## src/rtl/usb_in_ep_buffer.sv

```systemverilog
// Single-packet IN endpoint buffer.
// The application fills the buffer and commits it as one packet. The buffer
// answers IN tokens with DATA/NAK/STALL, streams the bytes out and keeps the
// DATA0/DATA1 toggle. Host ACK frees the buffer and is reported back.
//
//   state    | meaning
//   FILL     | application may write bytes; waiting for data_done
//   READY    | packet committed; next IN token starts transmission
//   XMIT     | streaming bytes to the protocol engine
//   WAIT_ACK | packet sent; waiting for host handshake or timeout
module usb_in_ep_buffer #(
    parameter int MAX_PKT = 32,
    parameter int PTR_W   = 6
) (
    input  logic       clk,
    input  logic       reset,
    input  logic       in_ep_req,
    output logic       in_ep_grant,
    output logic       in_ep_data_free,
    input  logic       in_ep_data_put,
    input  logic [7:0] in_ep_data,
    input  logic       in_ep_data_done,
    input  logic       in_ep_stall,
    output logic       in_ep_acked,
    input  logic       in_token,
    input  logic       setup_token,
    output logic       tx_rsp_valid,
    output logic [1:0] tx_rsp,
    output logic       tx_data_toggle,
    output logic       tx_data_avail,
    input  logic       tx_data_get,
    output logic [7:0] tx_data,
    input  logic       host_ack,
    input  logic       host_timeout
);

    localparam int              AW      = $clog2(MAX_PKT);
    localparam logic [PTR_W-1:0] MAX_LEN = PTR_W'(MAX_PKT);

    localparam logic [1:0] RSP_NAK   = 2'd0;
    localparam logic [1:0] RSP_DATA  = 2'd1;
    localparam logic [1:0] RSP_STALL = 2'd2;

    typedef enum logic [1:0] {
        FILL     = 2'd0,
        READY    = 2'd1,
        XMIT     = 2'd2,
        WAIT_ACK = 2'd3
    } state_t;

    state_t           state_q, state_d;
    logic [PTR_W-1:0] wr_ptr_q, wr_ptr_d;
    logic [PTR_W-1:0] rd_ptr_q, rd_ptr_d;
    logic [PTR_W-1:0] pkt_len_q, pkt_len_d;
    logic             toggle_q, toggle_d;
    logic             stall_q, stall_d;
    logic             rsp_valid_q, rsp_valid_d;
    logic [1:0]       rsp_q, rsp_d;
    logic             acked_q, acked_d;

    logic [7:0]       mem_q [MAX_PKT];

    logic             put_ok;
    logic             get_ok;

    assign put_ok = (state_q == FILL) && in_ep_data_put && (wr_ptr_q < MAX_LEN);
    assign get_ok = (state_q == XMIT) && tx_data_get && (rd_ptr_q < pkt_len_q);

    // Next-state logic for the FSM, pointers, toggle, stall latch and pulses.
    always_comb begin
        state_d     = state_q;
        wr_ptr_d    = wr_ptr_q;
        rd_ptr_d    = rd_ptr_q;
        pkt_len_d   = pkt_len_q;
        toggle_d    = toggle_q;
        stall_d     = stall_q;
        rsp_valid_d = 1'b0;
        rsp_d       = rsp_q;
        acked_d     = 1'b0;

        // Token decision uses the state as it was when the token arrived.
        if (in_token) begin
            rsp_valid_d = 1'b1;
            if (stall_q)
                rsp_d = RSP_STALL;
            else if (state_q == READY)
                rsp_d = RSP_DATA;
            else
                rsp_d = RSP_NAK;
        end

        if (in_ep_stall)
            stall_d = 1'b1;

        case (state_q)
            FILL: begin
                if (put_ok)
                    wr_ptr_d = wr_ptr_q + PTR_W'(1);
                if (in_ep_data_done) begin
                    pkt_len_d = wr_ptr_q + (put_ok ? PTR_W'(1) : PTR_W'(0));
                    state_d   = READY;
                end
            end
            READY: begin
                // A stalled endpoint keeps its packet parked here.
                if (in_token && !stall_q) begin
                    rd_ptr_d = '0;
                    state_d  = XMIT;
                end
            end
            XMIT: begin
                if (get_ok)
                    rd_ptr_d = rd_ptr_q + PTR_W'(1);
                if (rd_ptr_q == pkt_len_q)
                    state_d = WAIT_ACK;
            end
            WAIT_ACK: begin
                if (host_ack) begin
                    toggle_d  = ~toggle_q;
                    acked_d   = 1'b1;
                    wr_ptr_d  = '0;
                    pkt_len_d = '0;
                    state_d   = FILL;
                end else if (host_timeout) begin
                    state_d = READY;
                end
            end
            default: state_d = FILL;
        endcase

        // SETUP restarts the control transfer and beats every other event.
        if (setup_token) begin
            stall_d   = 1'b0;
            toggle_d  = 1'b1;
            wr_ptr_d  = '0;
            rd_ptr_d  = '0;
            pkt_len_d = '0;
            acked_d   = 1'b0;
            state_d   = FILL;
        end
    end

    // FSM and control registers.
    always_ff @(posedge clk or posedge reset) begin
        if (reset) begin
            state_q     <= FILL;
            wr_ptr_q    <= '0;
            rd_ptr_q    <= '0;
            pkt_len_q   <= '0;
            toggle_q    <= 1'b0;
            stall_q     <= 1'b0;
            rsp_valid_q <= 1'b0;
            rsp_q       <= RSP_NAK;
            acked_q     <= 1'b0;
        end else begin
            state_q     <= state_d;
            wr_ptr_q    <= wr_ptr_d;
            rd_ptr_q    <= rd_ptr_d;
            pkt_len_q   <= pkt_len_d;
            toggle_q    <= toggle_d;
            stall_q     <= stall_d;
            rsp_valid_q <= rsp_valid_d;
            rsp_q       <= rsp_d;
            acked_q     <= acked_d;
        end
    end

    // Packet storage; contents are don't-care until written, so no reset.
    always_ff @(posedge clk) begin
        if (put_ok && !setup_token)
            mem_q[wr_ptr_q[AW-1:0]] <= in_ep_data;
    end

    // Combinational outputs are forced low while reset is held so the
    // interface goes quiet immediately, without waiting for a clock edge.
    assign in_ep_grant     = !reset && (state_q == FILL) && in_ep_req;
    assign in_ep_data_free = !reset && (state_q == FILL) && (wr_ptr_q < MAX_LEN);
    assign tx_data_avail   = !reset && (state_q == XMIT) && (rd_ptr_q < pkt_len_q);
    assign tx_data         = reset ? 8'h00 : mem_q[rd_ptr_q[AW-1:0]];
    assign tx_data_toggle  = toggle_q;
    assign tx_rsp_valid    = rsp_valid_q;
    assign tx_rsp          = rsp_q;
    assign in_ep_acked     = acked_q;

endmodule
```

## config.mk

```make
export PLATFORM = sky130hd
export DESIGN_NAME = usb_in_ep_buffer
export DESIGN_NICKNAME = d
export VERILOG_FILES = /design/src/rtl/usb_in_ep_buffer.sv
export SDC_FILE = /design/constraint.sdc
export NUM_CORES = 1
export LEC_CHECK = 0
export CAP_MARGIN = 15
export CORE_UTILIZATION = 35
export DETAILED_ROUTE_END_ITERATION = 8
export GPL_ROUTABILITY_DRIVEN = 0
export GPL_TIMING_DRIVEN = 1
export PLACE_DENSITY_LB_ADDON = 0.05
export SYNTH_ARGS = -nofsm -noshare
export SYNTH_HDL_FRONTEND = slang
export SYNTH_SLANG_ARGS = --single-unit
```

## constraint.sdc

```tcl
create_clock -name clk -period 4.34 [get_ports clk]
set_input_delay 0.868 -clock clk [delete_from_list [all_inputs] [get_ports clk]]
set_output_delay 0.868 -clock clk [all_outputs]
set_load 0.02 [all_outputs]
```

## Yosys cells after proc, flatten, opt, wreduce, memory -nomap -nowiden

Memories as Yosys holds them, arrays and structs flattened.
Index checks and enable logic that the tools add are counted.

| storage, ports and cells | value |
|---|---|
| register bits | 26 |
| latch bits | 0 |
| RAM bits | 256 |
| memory bits (read-only) | 0 |
| input bits | 19 |
| output and inout port bits | 16 |
| logic and storage cells | 85 |
| memories kept | 1 |

Memory list:

| memory | depth | width | read ports | clocked after Yosys merged registers in | wr ports | line | source |
|---|---|---|---|---|---|---|---|
| mem_q | 32 | 8 | 1 | 0 | 1 | 61 | `logic [7:0] mem_q [MAX_PKT];` |

| cells by class | value |
|---|---|
| $add $sub $neg | 3 |
| multiply operators | 0 |
| divide/modulo/power cells | 0 |
| magnitude comparators | 2 |
| eq/ne operators | 11 |
| shift-type cells | 0 |
| muxes and demuxes | 33 |
| bitwise logic cells | 1 |
| reduce and logical (&&, ||, !) cells | 25 |

Operator list:

| cell | number |
|---|---|
| 6-bit 2-to-1 mux | 8 |
| 6-bit one-hot mux with 2 select lines | 3 |
| 2-bit 2-to-1 mux | 7 |
| 1-bit 2-to-1 mux | 13 |
| 6-bit by 1-bit adder with 6-bit output (second input constant) | 2 |
| 3-bit inequality test (second input constant) | 4 |
| 1-bit logical AND | 11 |
| 3-bit AND reduction | 3 |
| 8-bit 2-to-1 mux | 1 |
| 2-bit one-hot mux with 4 select lines | 1 |
| 6-bit by 1-bit adder with 6-bit output | 1 |
| 6-bit == test | 1 |
| 6-bit < comparator | 1 |
| 6-bit < comparator (second input constant) | 1 |
| 3-bit by 2-bit inequality test with 1-bit output (second input constant) | 2 |
| 2-bit nonzero test | 3 |
| 3-bit nonzero test | 2 |
| 2-bit == test (second input constant) | 2 |
| 4-bit inequality test (second input constant) | 1 |
| 4-bit AND reduction | 1 |
| 1-bit logical NOT | 3 |
| 2-bit by 1-bit == test with 1-bit output (second input constant) | 1 |
| 2-bit logical NOT | 1 |
| 2-bit AND reduction | 1 |
| 1-bit NOT | 1 |

## Longest topological paths before layout

| depth | value |
|---|---|
| depth in word-level cells | 8 |
| mapped depth | 11 |
| mapped depth without buffers | 8 |

## Least setup slack after synthesis

OpenSTA, ideal clock, no wires.

| timing path | value |
|---|---|
| path type | register -> output |
| start | register rd_ptr_q[0] |
| end | output tx_data_avail |
| arrival time | 2.312 ns |
| data required time | 3.472 ns |
| path slack | 1.160 ns |
| stages on the path, launching flop included | 11 |
| buffers on the path | 4 |
| cells stage by stage | dfrtp_1 buf_6 buf_12 buf_4 inv_4 buf_4 ha_1 inv_1 a21oi_1 o21ai_0 nor4b_1 |

| on the way | value |
|---|---|
| longest elaborated chain between the ends | 2 |

RTL lines:

| item | line | source |
|---|---|---|
| start, declared | 53 | `logic [PTR_W-1:0] rd_ptr_q, rd_ptr_d;` |
| start signal, assigned | 158 | `rd_ptr_q <= rd_ptr_d;` |
| 6-bit < comparator | 178 | `assign tx_data_avail = !reset && (state_q == XMIT) && (rd_ptr_q < pkt_len_q);` |
| 1-bit logical AND | 178 |  |
| end, declared | 30 | `output logic tx_data_avail,` |

No other way between the ends.

## Final worst setup path

| timing path | value |
|---|---|
| start | register rd_ptr_q[3] |
| end | output tx_data[3] |

| on the way | value |
|---|---|
| longest elaborated chain between the ends | 2 |

RTL lines:

| item | line | source |
|---|---|---|
| memory read 32 x 8 bit | -- |  |
| 8-bit 2-to-1 mux | 179 | `assign tx_data = reset ? 8'h00 : mem_q[rd_ptr_q[AW-1:0]];` |
| end, declared | 32 | `output logic [7:0] tx_data,` |

No other way between the ends.

==> reports/results.tsv <==
stage	metric	value	unit
layout	areaGrowthSynthToFinish	17.9	%
clock_tree	h-tree-depth	2	
floorplan	pin_count	35	
sta	hold_viol_final	0	
sta	slew-limit-headroom	32.4	%
logic_synthesis	ys_ff_latch	282	
worst_setup_path	critPathLaunchType	register	
logic_synthesis	synth_top_area_share	66.2	%
clock_tree	cts.hold.buffers_added	0	
worst_setup_path	crit_start	rd_ptr_q[3]	
sta	finalMaxSlewViolations	0	
logic_synthesis	synth_mux_area_share	14.1	%
floorplan	die_height	184	um
pwr	p_int	4.74	mW
routing	vias_per_cell	5.12	
floorplan	design.core.area	32600	um^2
floorplan	die_w	184	um
sta	fmax	242	MHz
logic_synthesis	async_reset_ff_share	9.22	%
logic_synthesis	synth_area_leaders	edfxtp_1, mux4_2, dfrtp_1	
sta	hold_ws	0.485	ns
worst_setup_path	cp.arrival	3.27	ns
layout	insertedDiodeCount	0	
logic_synthesis	synth-edff-count	256	
pwr	power_density	453	nW/um^2
global_routing	grt-ovfl-total	0	
worst_setup_path	crit_type	reg2out	
clock_tree	ctsResizeCount	0	
logic_synthesis	synth_fp_nets	667	
sta	tns	0	ns
logic_synthesis	syn_area_per_cell	18.4	um^2
placed_design	dpl.hpwl	18000	um
sta	setup_viol	0	
global_routing	antenna_found_initial	0	
worst_setup_path	regToRegStartpoint	state_q[0]	
pwr	pwr-share-seq	49.8	%
layout	nFillCells	2927	
pwr	finalPower	6.21	mW
logic_synthesis	syn_inst	631	
worst_setup_path	endpoint_kind	primary output	
layout	drive_above_1_share	22.8	%
clock_tree	clk_pin_slew	0.06	ns
clock_tree	cts_buffers	34	
logic_synthesis	synth-simple-area-share	4.86	%
clock_tree	worst_skew_pair.late_latency	0.50	ns
routing	final_antenna_net_count	0	
outcome	status	finished, final reports clean	
global_routing	grt_max_degree	38	
run	cap_violations	0	
routing	drc	0	
clock_tree	cts_sinks	282	
logic_synthesis	yosys-top-cells-count	edfxtp_1, mux4_2, nor2_1, nand2_1, dfrtp_1	
pwr	ir_drop	0.000215	V
floorplan	initial_utilization	35.6	%
floorplan	num_rows	66	
placed_design	io_buffers	34	
clock_tree	postCtsSetupBuffers	0	
pwr	pwr-share-clk	40.4	%
global_routing	grt_pass1_wl	41700	um
sta	period_share	95.4	%
sta	layout_min_cycle_time	4.14	ns
logic_synthesis	yosys.cell_count.top_type	edfxtp_1	
clock_tree	root_buffer	clkbuf_16	
logic_synthesis	seq_area_frac_synth	71.8	%
pwr	p_sw	1.47	mW
logic_synthesis	ys.flop_type	edfxtp_1	
worst_setup_path	path_max_fanout	17	
logic_synthesis	synth_top_family_by_area	multiplexers	
logic_synthesis	syn_area	11600	um^2
global_routing	grt_usage	17.1	%
routing	drt_iter0_drc	387	
routing	wirelength	27700	um
sta	rsz0062_at_grt	false	
logic_synthesis	yosys.area_share.adder	1.83	%
global_routing	grt_pass1_vias	6451	
pwr	p_comb_share	9.8	%
worst_setup_path	required	3.47	ns
min_path	hp-class	reg2reg	
logic_synthesis	synth-xor-area-share	0.377	%
clock_tree	clockBufferDepth	3	
pwr	p_leak	4.48	nW
logic_synthesis	ys_types	50	
min_path	hold_start	pkt_len_q[1]	
sta	clock-skew-final	0.0153	ns
sta	worst_pin_slew	1.01	ns
layout	finalNetCount	754	
logic_synthesis	yosysTopAreaCell	edfxtp_1	
pwr	switching_share	23.6	%
logic_synthesis	synth_compound_area_share	4.76	%
floorplan	die-area	33900	um^2
clock_tree	cts_tree	yes	
logic_synthesis	yosys_warnings	0	
routing	via_count	6045	
routing	detail_route.wl_per_cell	23.5	um
routing	drt_pre_antenna_iters	5	
state kept, by name, indices dropped and copies added, names as in the netlist:
name            cells
tx_rsp_valid        1
tx_data_toggle      1
stall_q             1
in_ep_acked         1
mem_q             256
wr_ptr_q            6
tx_rsp              2
pkt_len_q           6
rd_ptr_q            6
state_q             2
critical path, cell delays in order, from the launching register on:
cell and delay (ns):
dfrtp_1 0.77, nor2b_1 0.88, a221oi_2 0.16, a21oi_1 0.30, clkdlybuf4s50_1 0.66
power groups by stage:
stage	Combinational, mW	Clock, mW	Sequential, mW
after detailed placement	0.619	0	3.15
after floorplan	0.384	0	3.13
final	0.611	2.51	3.09
after CTS	0.622	2.58	3.09
after global routing	0.684	2.69	3.10
after global placement	0.611	0	3.14
per-stage QoR:
stage	cell area (um^2)	setup WS [ns]	instances	utilization [%]
finish	13700	0.202	1180	42.0
floorplan	11600	1.16	631	-
detailed placement	12700	0.453	1123	39.0
global placement	12700	0.524	1123	39.0
global route	13700	0.0487	1180	42.0
CTS	13700	0.153	1179	41.9
layer usage:
layer	track usage, %	wire, um	up-vias
met1	23.4	12600	3182
met2	28.2	13500	116
li1	-	-	2704
met3	2.39	972	43
met4	5.57	663	0
met5	0	0	-
cells by family (layout without fill, tap and decap cells):
group           count (synthesis)  count (layout)
compound gates                 75              75
xor+xnor                        5               5
fa+ha+maj                      17              17
buf+inv                        47             154
flops                         282             282
mux                            83              83
simple gates                  122             122
final cells by class:
class                      count  area, um^2  share of cell area [%]
clock inverter                10        52.6                   0.384
timing repair buffer          82         766                    5.59
clock buffer                  46         917                    6.69
tap                          442         553                    4.04
inverter                      16        62.6                   0.457
multi-input combinational    302        3010                    21.9
sequential                   282        8340                    60.9
path summary, 6_finish.rpt:
path,end,cells after the start,slack [ns]
max in group asynchronous,rd_ptr_q[1],3,2.78
worst min register to register,pkt_len_q[1],2,0.49
worst min-delay path,pkt_len_q[1],2,0.49
worst max-delay path,tx_data[3],4,0.20
worst max register to register,mem_q[19][6],7,1.55
min in group asynchronous,pkt_len_q[5],3,1.27
cell usage in the layout (no fill, tap or decap), drive strengths merged, types with 2 or more instances in the layout:
cell and n:
clkdlybuf4s50 33, a21o 2, xnor2 2, buf 49, clkbuf 46, mux2i 18
mux4 64, a21oi 22, and3 3, a221o 8, dfrtp 26, edfxtp 256
nand2b 5, o31ai 5, a221oi 8, xor2 3, nand3b 4, inv 18
clkinv 7, a31oi 8, or3 3, ha 17, nor2b 4, nor3b 2
nand3 7, o21ai 14, nand2 38, nor2 44, or2 3, o2111ai 2
and2 2
No activity file was read; power rests on OpenSTA's default activity.
